--- src/rtl/fp_pkg.sv ---
// Shared types for the FP widening converter: operand classes, FSM states and
// the IEEE exponent bias helper.
package fp_pkg;

    typedef enum logic [2:0] {
        ZERO,
        SUBNORM,
        NORMAL,
        INF,
        QNAN,
        SNAN
    } fp_class_e;

    typedef enum logic [1:0] {
        IDLE,
        CLASSIFY,
        NORM,
        OUT
    } state_e;

    function automatic int bias(input int w);
        return (1 << (w - 1)) - 1;
    endfunction

endpackage

--- src/rtl/fp_classify.sv ---
// Combinational IEEE-754 operand classifier for a {exp, fraction} pair.
module fp_classify
    import fp_pkg::*;
#(
    parameter int EXP_W = 8,
    parameter int MAN_W = 23
) (
    input  logic [EXP_W-1:0] exp_i,
    input  logic [MAN_W-1:0] frac_i,
    output fp_class_e        cls_o
);

    always_comb begin
        cls_o = NORMAL;
        if (exp_i == '0) begin
            cls_o = (frac_i == '0) ? ZERO : SUBNORM;
        end else if (&exp_i) begin
            if (frac_i == '0)
                cls_o = INF;
            else
                cls_o = frac_i[MAN_W-1] ? QNAN : SNAN;
        end
    end

endmodule

--- src/rtl/fp_widen.sv ---
// Multi-cycle float widening converter; subnormal sources are normalised one
// bit per cycle before the result is presented on a valid/ready output.
module fp_widen
    import fp_pkg::*;
#(
    parameter int SRC_EXP_W = 8,
    parameter int SRC_MAN_W = 23,
    parameter int DST_EXP_W = 11,
    parameter int DST_MAN_W = 52
) (
    input  logic                             clk,
    input  logic                             reset,
    input  logic                             in_valid,
    output logic                             in_ready,
    input  logic [SRC_EXP_W+SRC_MAN_W:0]     in_data,
    input  logic                             in_ftz,
    output logic                             out_valid,
    input  logic                             out_ready,
    output logic [DST_EXP_W+DST_MAN_W:0]     out_data,
    output logic                             out_invalid,
    output logic                             out_denorm
);

    localparam int SRC_BIAS = bias(SRC_EXP_W);
    localparam int DST_BIAS = bias(DST_EXP_W);
    localparam int PAD      = DST_MAN_W - SRC_MAN_W;
    localparam int K_W      = $clog2(SRC_MAN_W + 1);
    localparam int OUT_W    = 1 + DST_EXP_W + DST_MAN_W;

    generate
        if (DST_EXP_W <= SRC_EXP_W || DST_MAN_W < SRC_MAN_W) begin : g_bad_params
            $error("fp_widen: destination format must be wider than source");
        end
    endgenerate

    state_e                  state_q, state_d;
    logic                    sign_q, sign_d;
    logic [SRC_EXP_W-1:0]    exp_q, exp_d;
    logic [SRC_MAN_W:0]      mant_q, mant_d;
    logic                    ftz_q, ftz_d;
    logic [K_W-1:0]          k_q, k_d;
    logic [OUT_W-1:0]        out_data_q, out_data_d;
    logic                    out_invalid_q, out_invalid_d;
    logic                    out_denorm_q, out_denorm_d;

    fp_class_e               cls;
    logic [SRC_MAN_W:0]      mant_shift;
    logic [K_W-1:0]          k_inc;
    logic [DST_EXP_W-1:0]    exp_normal;
    logic [DST_EXP_W-1:0]    exp_subn;
    logic [SRC_MAN_W-1:0]    frac;

    fp_classify #(
        .EXP_W (SRC_EXP_W),
        .MAN_W (SRC_MAN_W)
    ) u_classify (
        .exp_i  (exp_q),
        .frac_i (mant_q[SRC_MAN_W-1:0]),
        .cls_o  (cls)
    );

    function automatic logic [DST_MAN_W-1:0] align(input logic [SRC_MAN_W-1:0] f);
        return DST_MAN_W'(f) << PAD;
    endfunction

    assign frac       = mant_q[SRC_MAN_W-1:0];
    assign mant_shift = mant_q << 1;
    assign k_inc      = k_q + 1'b1;
    assign exp_normal = DST_EXP_W'(int'(exp_q) - SRC_BIAS + DST_BIAS);
    // k_inc is the shift count including the shift being taken this cycle.
    assign exp_subn   = DST_EXP_W'(1 - SRC_BIAS - int'(k_inc) + DST_BIAS);

    always_comb begin
        state_d       = state_q;
        sign_d        = sign_q;
        exp_d         = exp_q;
        mant_d        = mant_q;
        ftz_d         = ftz_q;
        k_d           = k_q;
        out_data_d    = out_data_q;
        out_invalid_d = out_invalid_q;
        out_denorm_d  = out_denorm_q;
        unique case (state_q)
            IDLE: begin
                if (in_valid) begin
                    sign_d  = in_data[SRC_EXP_W+SRC_MAN_W];
                    exp_d   = in_data[SRC_EXP_W+SRC_MAN_W-1:SRC_MAN_W];
                    mant_d  = {1'b0, in_data[SRC_MAN_W-1:0]};
                    ftz_d   = in_ftz;
                    k_d     = '0;
                    state_d = CLASSIFY;
                end
            end
            CLASSIFY: begin
                out_invalid_d = 1'b0;
                out_denorm_d  = 1'b0;
                state_d       = OUT;
                unique case (cls)
                    ZERO:    out_data_d = {sign_q, {(OUT_W-1){1'b0}}};
                    SUBNORM: begin
                        if (ftz_q) begin
                            out_data_d   = {sign_q, {(OUT_W-1){1'b0}}};
                            out_denorm_d = 1'b1;
                        end else begin
                            state_d = NORM;
                        end
                    end
                    NORMAL:  out_data_d = {sign_q, exp_normal, align(frac)};
                    INF:     out_data_d = {sign_q, {DST_EXP_W{1'b1}}, {DST_MAN_W{1'b0}}};
                    QNAN:    out_data_d = {sign_q, {DST_EXP_W{1'b1}}, align(frac)};
                    SNAN: begin
                        out_data_d    = {sign_q, {DST_EXP_W{1'b1}},
                                         align(frac | {1'b1, {(SRC_MAN_W-1){1'b0}}})};
                        out_invalid_d = 1'b1;
                    end
                    default: out_data_d = '0;
                endcase
            end
            NORM: begin
                mant_d = mant_shift;
                k_d    = k_inc;
                if (mant_shift[SRC_MAN_W]) begin
                    out_data_d   = {sign_q, exp_subn, align(mant_shift[SRC_MAN_W-1:0])};
                    out_denorm_d = 1'b1;
                    state_d      = OUT;
                end
            end
            OUT: begin
                if (out_ready)
                    state_d = IDLE;
            end
            default: state_d = IDLE;
        endcase
    end

    always_ff @(posedge clk) begin
        if (!reset) begin
            state_q       <= IDLE;
            sign_q        <= 1'b0;
            exp_q         <= '0;
            mant_q        <= '0;
            ftz_q         <= 1'b0;
            k_q           <= '0;
            out_data_q    <= '0;
            out_invalid_q <= 1'b0;
            out_denorm_q  <= 1'b0;
        end else begin
            state_q       <= state_d;
            sign_q        <= sign_d;
            exp_q         <= exp_d;
            mant_q        <= mant_d;
            ftz_q         <= ftz_d;
            k_q           <= k_d;
            out_data_q    <= out_data_d;
            out_invalid_q <= out_invalid_d;
            out_denorm_q  <= out_denorm_d;
        end
    end

    assign in_ready    = (state_q == IDLE);
    assign out_valid   = (state_q == OUT);
    assign out_data    = out_data_q;
    assign out_invalid = out_invalid_q;
    assign out_denorm  = out_denorm_q;

endmodule
--- config.mk ---
export PLATFORM = sky130hd
export DESIGN_NAME = fp_widen
export DESIGN_NICKNAME = d
export VERILOG_FILES = /design/src/rtl/fp_pkg.sv /design/src/rtl/fp_classify.sv /design/src/rtl/fp_widen.sv
export SDC_FILE = /design/constraint.sdc
export NUM_CORES = 1
export LEC_CHECK = 0
export BUFFER_PORTS_ARGS = -buffer_cell sky130_fd_sc_hd__buf_2
export CAP_MARGIN = 20
export CORE_UTILIZATION = 55
export DETAILED_ROUTE_END_ITERATION = 10
export HOLD_SLACK_MARGIN = 0.05
export PLACE_DENSITY = 0.82
export SYNTH_ARGS = -nofsm -noshare
export SYNTH_HDL_FRONTEND = slang
export SYNTH_HIERARCHICAL = 1
export SYNTH_SLANG_ARGS = --single-unit
--- constraint.sdc ---
create_clock -name clk -period 5.1 [get_ports clk]
set_clock_uncertainty 0.1 [all_clocks]
set_input_delay 0.255 -clock clk [delete_from_list [all_inputs] [get_ports clk]]
set_output_delay 0.255 -clock clk [all_outputs]
set_load 0.02 [all_outputs]
## After elaboration in Yosys (flattened, before gate mapping)

Cells that the tools add are included.

- Output and inout bits: 68
- Logic and storage cells: 62
- Input port bits: 37
- Bits in registers: 106

- Reduce and logical (&&, ||, !) cells: 12
- Eq/ne operators: 12
- Add/subtract/negate cells: 5
- Multiplexer cells: 24

Operators with widths:

| operator | count |
|---|---|
| $pmux W64 S6 | 1 |
| $mux W64 | 2 |
| $pmux W64 S2 | 1 |
| $pmux W23 S2 | 1 |
| $logic_not A23 Y1 | 1 |
| $mux W23 | 1 |
| $add A9 B11 Y11 const B | 2 |
| $pmux W5 S2 | 1 |
| $mux W3 | 3 |
| $sub A8 B6 Y9 const A | 1 |
| $sub A8 B7 Y9 const B | 1 |
| $logic_not A8 Y1 | 1 |
| $mux W1 | 8 |
| $pmux W2 S4 | 1 |
| $reduce_and A8 Y1 | 1 |
| $eq A3 B2 Y1 const B | 2 |
| $eq A3 B3 Y1 const B | 2 |
| $mux W2 | 3 |
| $reduce_and A2 Y1 | 3 |
| $reduce_and A3 Y1 | 2 |
| $add A5 B1 Y5 const B | 1 |
| $mux W5 | 1 |
| $eq A2 B2 Y1 const B | 2 |
| $ne A2 B2 Y1 const B | 2 |
| other kinds (8) | 9 |

## Longest topological paths before layout

Gate-level depths: netlist of the first run.

- Word-level depth: 7
- Gate-level depth with buffers: 11

## Hierarchy

The synthesis of the first run kept the hierarchy.

By module, submodules not included:

| module | times used | cells each | area an instance (sq um) | sequential area each (sq um) |
|---|---|---|---|---|
| fp_widen | 1 | 493 | 4016.4 | 1541.5 |
| fp_classify | 1 | 17 | 133.9 | 0.0 |

## Worst setup path after synthesis of the first run

OpenSTA, ideal clock, no wires.

- Kind: reg-to-reg
- Start point: register exp_q[1]
- End point: register out_data_q[47], in the netlist out_data[47]
- Period minus slack after synthesis: 2.716 ns
- Cell stages (with the launch flop): 12
- Slack: 2.384 ns
- Required time: 4.877 ns
- Arrival time: 2.493 ns
- Path through: dfxtp_1 nand4_1 or2_1 a31oi_1 a21oi_2 nor4b_1 nand2_1 and2_1 buf_2 clkbuf_1 o21ai_0 nor2_1

- Cells in the longest elaborated chain, start to end: 6
- Elaborated cells on any way between the ends: 14

RTL lines:

| what | RTL line | text |
|---|---|---|
| from (decl) | fp_widen.sv:38 | `logic [SRC_EXP_W-1:0] exp_q, exp_d;` |
| from (signal assigned) | fp_widen.sv:150 | `exp_q <= exp_d;` |
| $reduce_and A8 Y1 | fp_classify.sv:17 | `end else if (&exp_i) begin` |
| $mux W3 | fp_classify.sv:17 |  |
| $mux W3 * | fp_classify.sv:15 | `if (exp_i == '0) begin` |
| named net cls[2] | fp_widen.sv:46 | `fp_class_e cls;` |
| $eq A3 B3 Y1 (tied with other cells) | fp_widen.sv:98 | `unique case (cls)` |
| $pmux W64 S6 / $ne A3 B3 Y1 (equally long branches) | -- |  |
| $pmux W64 S2 / $reduce_and A3 Y1 (equally long branches) | -- |  |
| to (signal assigned) | fp_widen.sv:154 | `out_data_q <= out_data_d;` |
| to (decl) | fp_widen.sv:42 | `logic [OUT_W-1:0] out_data_q, out_data_d;` |

The timed path passes the listed nets; every way through them passes the cells marked *.
A chain may end at the register's enable or synchronous reset.

## Worst setup path in the final report of the first run

- Start point: register exp_q[5]
- End point: register out_data_q[56], in the netlist out_data[56]

Same word-level chain as after synthesis.

==> results of run 1 <==
## worst min-delay path, delay by kind of cell
family,cells,cell delay (ns)
AOI/OAI and AO/OA,1,0.05
buffers and inverters,1,0.09
and+or+nand+nor,1,0.05
## path summary, 6_finish.rpt
path                from            to  depth (start not counted)
max             exp_q[5]  out_data[56]                         10
min          in_data[31]        sign_q                          3
max reg2reg     exp_q[5]  out_data[56]                         10
min reg2reg       sign_q        sign_q                          2
## stage by stage
step	hold slack [ns]	power [mW]	setup WS, ns
2_1_floorplan	0.2910	2.055	2.384
3_3_place_gp	0.3549	2.340	1.751
3_5_place_dp	0.3577	2.379	1.504
4_1_cts	0.05084	2.894	1.493
5_1_grt	0.05431	3.149	1.006
6_report	0.04785	2.937	1.378
## sequential cells by signal, indices dropped and copies added, names as in the netlist
register     flops
ftz_q            1
out_data        35
state_q          2
out_denorm       1
k_q              5
exp_q            8
out_invalid      1
sign_q           1
mant_q          23
## cell type report
type,instances,area (um2),area share (%)
repair buffers,81,442.9,9.501
flip-flops and latches,77,1541,33.06
clock inverters,6,93.84,2.013
inverters,9,33.78,0.7246
clock buffers,10,127.6,2.738
multi-input cells,384,2298,49.30
well taps,99,123.9,2.657
## cell usage after synthesis, types with 5 or more instances
| cell | count | share of area, % |
|---|---|---|
| ha_1 | 7 | 2.1 |
| nand3_1 | 13 | 1.6 |
| buf_2 | 6 | 0.72 |
| nand4_1 | 5 | 0.75 |
| xnor2_1 | 9 | 1.9 |
| buf_4 | 29 | 5.2 |
| nor3_1 | 6 | 0.72 |
| nor2_1 | 67 | 6.1 |
| clkbuf_1 | 30 | 2.7 |
| xor2_1 | 6 | 1.3 |
| o21ai_0 | 41 | 4.9 |
| mux2i_1 | 22 | 5.3 |
| dfxtp_1 | 77 | 37 |
| nand2_1 | 40 | 3.6 |
| a221oi_1 | 22 | 4.6 |
| a211oi_1 | 23 | 4.2 |
| a21oi_1 | 31 | 3.7 |
| inv_1 | 9 | 0.81 |
| nand2b_1 | 5 | 0.75 |
## cells by family after synthesis
family	count (synthesis)	synth area share [%]
buffers and inverters	77	10.16
other	1	0.09036
AO/OA/AOI/OAI	147	22.94
XOR/XNOR	15	3.166
flip-flops	77	37.14
adder cells (fa/ha/maj)	7	2.110
AND/OR/NAND/NOR	164	19.08
multiplexers	22	5.306
## metal layers
metal | global-route usage, % | wire length (um) | vias to the layer above
li1 | - | - | 1886
met1 | 35.60 | 4534 | 1786
met2 | 38.11 | 4480 | 157
met3 | 3.265 | 536 | 18
met4 | 8.504 | 158 | 0
met5 | 0 | 0 | -
## power breakdown
group | switching (mW) | leakage, nW | internal, mW
Clock | 0.236 | 0.107 | 0.280
Sequential | 0.199 | 0.632 | 0.816
Combinational | 0.894 | 1.18 | 0.512
Total | 1.33 | 1.92 | 1.61
==> flow_metrics.env, run 1 <==
export IMPL_critPathTopFamily="simple AND/OR/NAND/NOR gates"
export IMPL_period_minus_slack_ns=3.722
export IMPL_h_tree_depth=3
export IMPL_syn_inst=510
export IMPL_grt_max_degree=45
export IMPL_initial_core_util_pct=56.91
export IMPL_placed_area_um2=4403
export IMPL_grt_pass1_wl_um=15070
export IMPL_numPortBuffers=75
export IMPL_worstPathRequired_ns=5.22
export IMPL_synth_seq_area_share_pct=37.14
export IMPL_endpoint_kind="flop"
export IMPL_final_cell_area_um2=4662
export IMPL_layout_commonest_cell="dfxtp_1"
export IMPL_first_pass_iters=8
export IMPL_root_buffer="clkbuf_8"
export IMPL_crit_top_cell="nand2_1"
export IMPL_dieArea_um2=7897
export IMPL_wl_um=9710
export IMPL_viasPerCell=5.776
export IMPL_relSlewSlack_pct=27.90
export IMPL_postCtsHoldBufs=1
export IMPL_antenna_found_initial=0
export IMPL_vdd_drop_max_v=0.0004320
export IMPL_antenna_left=0
export IMPL_syn_area_um2=4150
export IMPL_coreArea_um2=7292
export IMPL_io_pins=105
export IMPL_drive_gt1_share_pct=19.05
export IMPL_cts_made_buffers=9
export IMPL_area_growth_pct=12.33
export IMPL_die_h_um=88.87
export IMPL_hold_violations=0
export IMPL_cts_max_path_buffers=2
export IMPL_power_density_nw_per_um2=630.0
export IMPL_critPathKind="reg2reg"
export IMPL_fin_crit_sh_pct=72.97
export IMPL_final_setup_viol_count=0
export IMPL_synthArstFlopShare_pct=0
export IMPL_cp_start_kind="flop"
export IMPL_synth_edff_count=0
export IMPL_crit_chain="nand4_1 -> or2_1 -> a31oi_1 -> a21oi_2 -> nor4b_1 -> nand2_1 -> nand2_1 -> a211oi_1 -> a21oi_1 -> o22ai_1"
export IMPL_cts_resized=0
export IMPL_final_cell_mix="77 x dfxtp_1, 75 x buf_2, 67 x nor2_1"
export IMPL_clk_pin_slew_ns=0.08
export IMPL_timing_setup_tns_ns=0
export IMPL_place_inst=648
export IMPL_worstSkewPairLatency_ns=0.35
export IMPL_grt_ovfl_total=0
export IMPL_cpMaxStageDelayCell="nand2_1"
export IMPL_final_nets=606
export IMPL_cts_tree="yes"
export IMPL_rows=31
export IMPL_p_leak_nw=1.916
export IMPL_max_freq_mhz=268.7
export IMPL_synthFlopType="dfxtp_1"
export IMPL_critPathMaxStageDelay_ns=0.80
export IMPL_first_iter_violations=318
export IMPL_first_global_vias=3191
export IMPL_tightest_slew_ns=1.079
export IMPL_nFillCells=622
export IMPL_drv_slew=0
export IMPL_die_w_um=88.87
export IMPL_maxCapViolations=0
export IMPL_ys_seq_elements=77
export IMPL_drc=0
export IMPL_final_cells=666
export IMPL_cp_num_buf_inv=0
export IMPL_synth_cell_types=53
export IMPL_dp_hpwl_um=6690
export IMPL_post_cts_buffers=0
export IMPL_fin_util_pct=63.93
export IMPL_worstPathArrival_ns=3.85
export IMPL_cts_sinks=77
export IMPL_avgRoutedWirePerCell_um=14.58
export IMPL_n_antenna_cell=0
export IMPL_num_vias=3847
export IMPL_grt_usage_pct=24.75
export IMPL_syn_avg_cell_area_um2=8.138
export IMPL_synth_warnings=6
export IMPL_critPathMaxFanout=34
export IMPL_worstHoldPathType="in2reg"
export IMPL_ff2ff_setup_slack_ns=1.38
export IMPL_rsz0062_at_grt="no"
export IMPL_routabilityCongestion=0.8946
export IMPL_status="complete, no violations"
Note: power is estimated with default switching activity, not from simulation.
==> inputs of run 2 (changes only) <==
--- a/config.mk
+++ b/config.mk
@@ -7,10 +7,10 @@
 export LEC_CHECK = 0
 export BUFFER_PORTS_ARGS = -buffer_cell sky130_fd_sc_hd__buf_2
 export CAP_MARGIN = 20
-export CORE_UTILIZATION = 55
+export CORE_UTILIZATION = 48
 export DETAILED_ROUTE_END_ITERATION = 10
 export HOLD_SLACK_MARGIN = 0.05
-export PLACE_DENSITY = 0.82
+export PLACE_DENSITY = 0.76
 export SYNTH_ARGS = -nofsm -noshare
 export SYNTH_HDL_FRONTEND = slang
 export SYNTH_HIERARCHICAL = 1
==> constraint.sdc (replaced) <==
create_clock -name clk -period 3.05 [get_ports clk]
set_clock_uncertainty 0.1 [all_clocks]
set_input_delay 0.1525 -clock clk [delete_from_list [all_inputs] [get_ports clk]]
set_output_delay 0.1525 -clock clk [all_outputs]
set_load 0.02 [all_outputs]
==> flow_metrics.env, run 2 (synthesis gave the netlist of run 1 again) <==
export IMPL_initial_core_util_pct=50.01
export IMPL_final_cells=709
export IMPL_relSlewSlack_pct=55.27
export IMPL_maxCapViolations=0
export IMPL_dp_hpwl_um=7052
export IMPL_area_growth_pct=20.95
export IMPL_viasPerCell=5.592
export IMPL_antenna_left=0
export IMPL_grt_usage_pct=23.61
export IMPL_timing_setup_tns_ns=0
export IMPL_worstSkewPairLatency_ns=0.36
export IMPL_largest_register_ffs=35
export IMPL_design_power_total_mw=4.959
export IMPL_use_met3_pct=5.233
export IMPL_worstHoldPathType="in2reg"
export IMPL_num_vias=3965
export IMPL_drive_gt1_share_pct=20.86
export IMPL_max_freq_mhz=347.0
export IMPL_use_met1_pct=32.74
export IMPL_tightest_slew_ns=0.6639
export IMPL_drv_slew=0
export IMPL_final_cell_area_um2=5020
export IMPL_cts_made_buffers=9
export IMPL_placed_area_um2=4491
export IMPL_routabilityCongestion=0.9532
export IMPL_cts_sinks=77
export IMPL_min_from="in_data[9]"
export IMPL_layout_commonest_cell="buf_2"
export IMPL_die_h_um=94.99
export IMPL_avgRoutedWirePerCell_um=14.70
export IMPL_hold_violations=0
export IMPL_first_pass_iters=5
export IMPL_top_usage_layer="met2"
export IMPL_die_w_um=94.99
export IMPL_root_buffer="clkbuf_8"
export IMPL_grt_ovfl_total=0
export IMPL_clk_pin_slew_ns=0.09
export IMPL_nFillCells=736
export IMPL_dieArea_um2=9022
export IMPL_grt_pass1_wl_um=16760
export IMPL_worstPathArrival_ns=3.06
export IMPL_numPortBuffers=75
export IMPL_wl_um=10420
export IMPL_worstPathRequired_ns=3.23
export IMPL_final_setup_viol_count=0
export IMPL_coreArea_um2=8299
export IMPL_grt_max_degree=48
export IMPL_antenna_found_initial=0
export IMPL_setup_worst_path_start="exp_q[7]"
export IMPL_drc=0
export IMPL_status="complete, no violations"
export IMPL_vdd_drop_max_v=0.0006214
export IMPL_cts_max_path_buffers=2
export IMPL_first_iter_violations=341
export IMPL_power_density_nw_per_um2=987.8
export IMPL_fin_crit_sh_pct=94.49
export IMPL_whs_ns=0.06250
export IMPL_grt_use_met2_pct=36.87
export IMPL_rows=33
export IMPL_io_pins=105
export IMPL_critPathKind="reg2reg"
export IMPL_n_antenna_cell=0
export IMPL_critPathMaxFanout=12
export IMPL_first_global_vias=3473
export IMPL_final_nets=643
export IMPL_timing_rr_start="exp_q[7]"
export IMPL_final_cell_mix="75 x buf_2, 72 x dfxtp_1, 67 x nor2_1"
export IMPL_period_minus_slack_ns=2.882
export IMPL_cts_tree="yes"
export IMPL_p_leak_nw=2.072
export IMPL_place_inst=662
export IMPL_endpoint_kind="flop"
export IMPL_h_tree_depth=3
export IMPL_cp_start_kind="flop"
-- run 2: changes by cell type in the layout (fill, tap and decap cells not counted), moves of 5 or more --
cell and change:
buf_4 +9, dlygate4sd3_1 +28, dfxtp_2 +5, dfxtp_1 -5
-- run 2: timing repair --
item | 4_1_cts | 5_1_grt
hold buffers | 29 | 0
resized for setup | 1 | 7
pin swaps | 0 | 0
endpoints found under the setup margin | 21 | 29
buffers inserted | 0 | 2
endpoints found under the hold margin | 29 | 0
-- run 2: path summary, 6_finish.rpt --
| path | to | slack (ns) | depth (start not counted) |
|---|---|---|---|
| max | out_data[56] | 0.17 | 11 |
| min | mant_q[9] | 0.06 | 3 |
| max reg2reg | out_data[56] | 0.17 | 11 |
| min reg2reg | out_data[63] | 0.36 | 2 |
-- run 2: final cells by class --
cell class                      instances  area, um2  share of cell area, %
Multi-Input combinational cell        384       2312                  46.06
Sequential cell                        77       1548                  30.83
Timing Repair Buffer                  118      790.8                  15.75
Tap cell                              105      131.4                  2.617
Clock buffer                            9      123.9                  2.468
Clock inverter                          7      80.08                  1.595
Inverter                                9      33.78                 0.6730
-- run 2: power by group --
| part | internal [mW] | total (mW) | switching [mW] |
|---|---|---|---|
| combinational | 0.898 | 2.46 | 1.56 |
| clock | 0.388 | 0.802 | 0.415 |
| sequential | 1.37 | 1.70 | 0.334 |
-- run 2: layer usage --
metal | vias to the layer above | routed length [um]
met5 | - | 0
li1 | 1951 | -
met2 | 155 | 4827
met1 | 1848 | 4793
met3 | 11 | 682
met4 | 0 | 116
-- run 2: worst max-delay path: stages (launching register included) --
cell     delay, ns
dfxtp_1       0.51
nand4_1       0.12
or2_1         0.29
a31oi_1       0.26
a21oi_2       0.10
buf_4         0.18
nor4b_2       0.33
nand2_1       0.11
nand2_1       0.31
buf_4         0.26
a21oi_1       0.08
o22ai_1       0.14
-- run 2: metrics by stage --
| step | util, % | worst slack, ns |
|---|---|---|
| after global placement | 53.78 | 0.1157 |
| after CTS | 60.08 | 0.07679 |
| after floorplan | - | 0.3342 |
| final | 60.49 | 0.1682 |
| after detailed placement | 54.11 | -0.04805 |
| after global routing | 60.49 | -0.004871 |
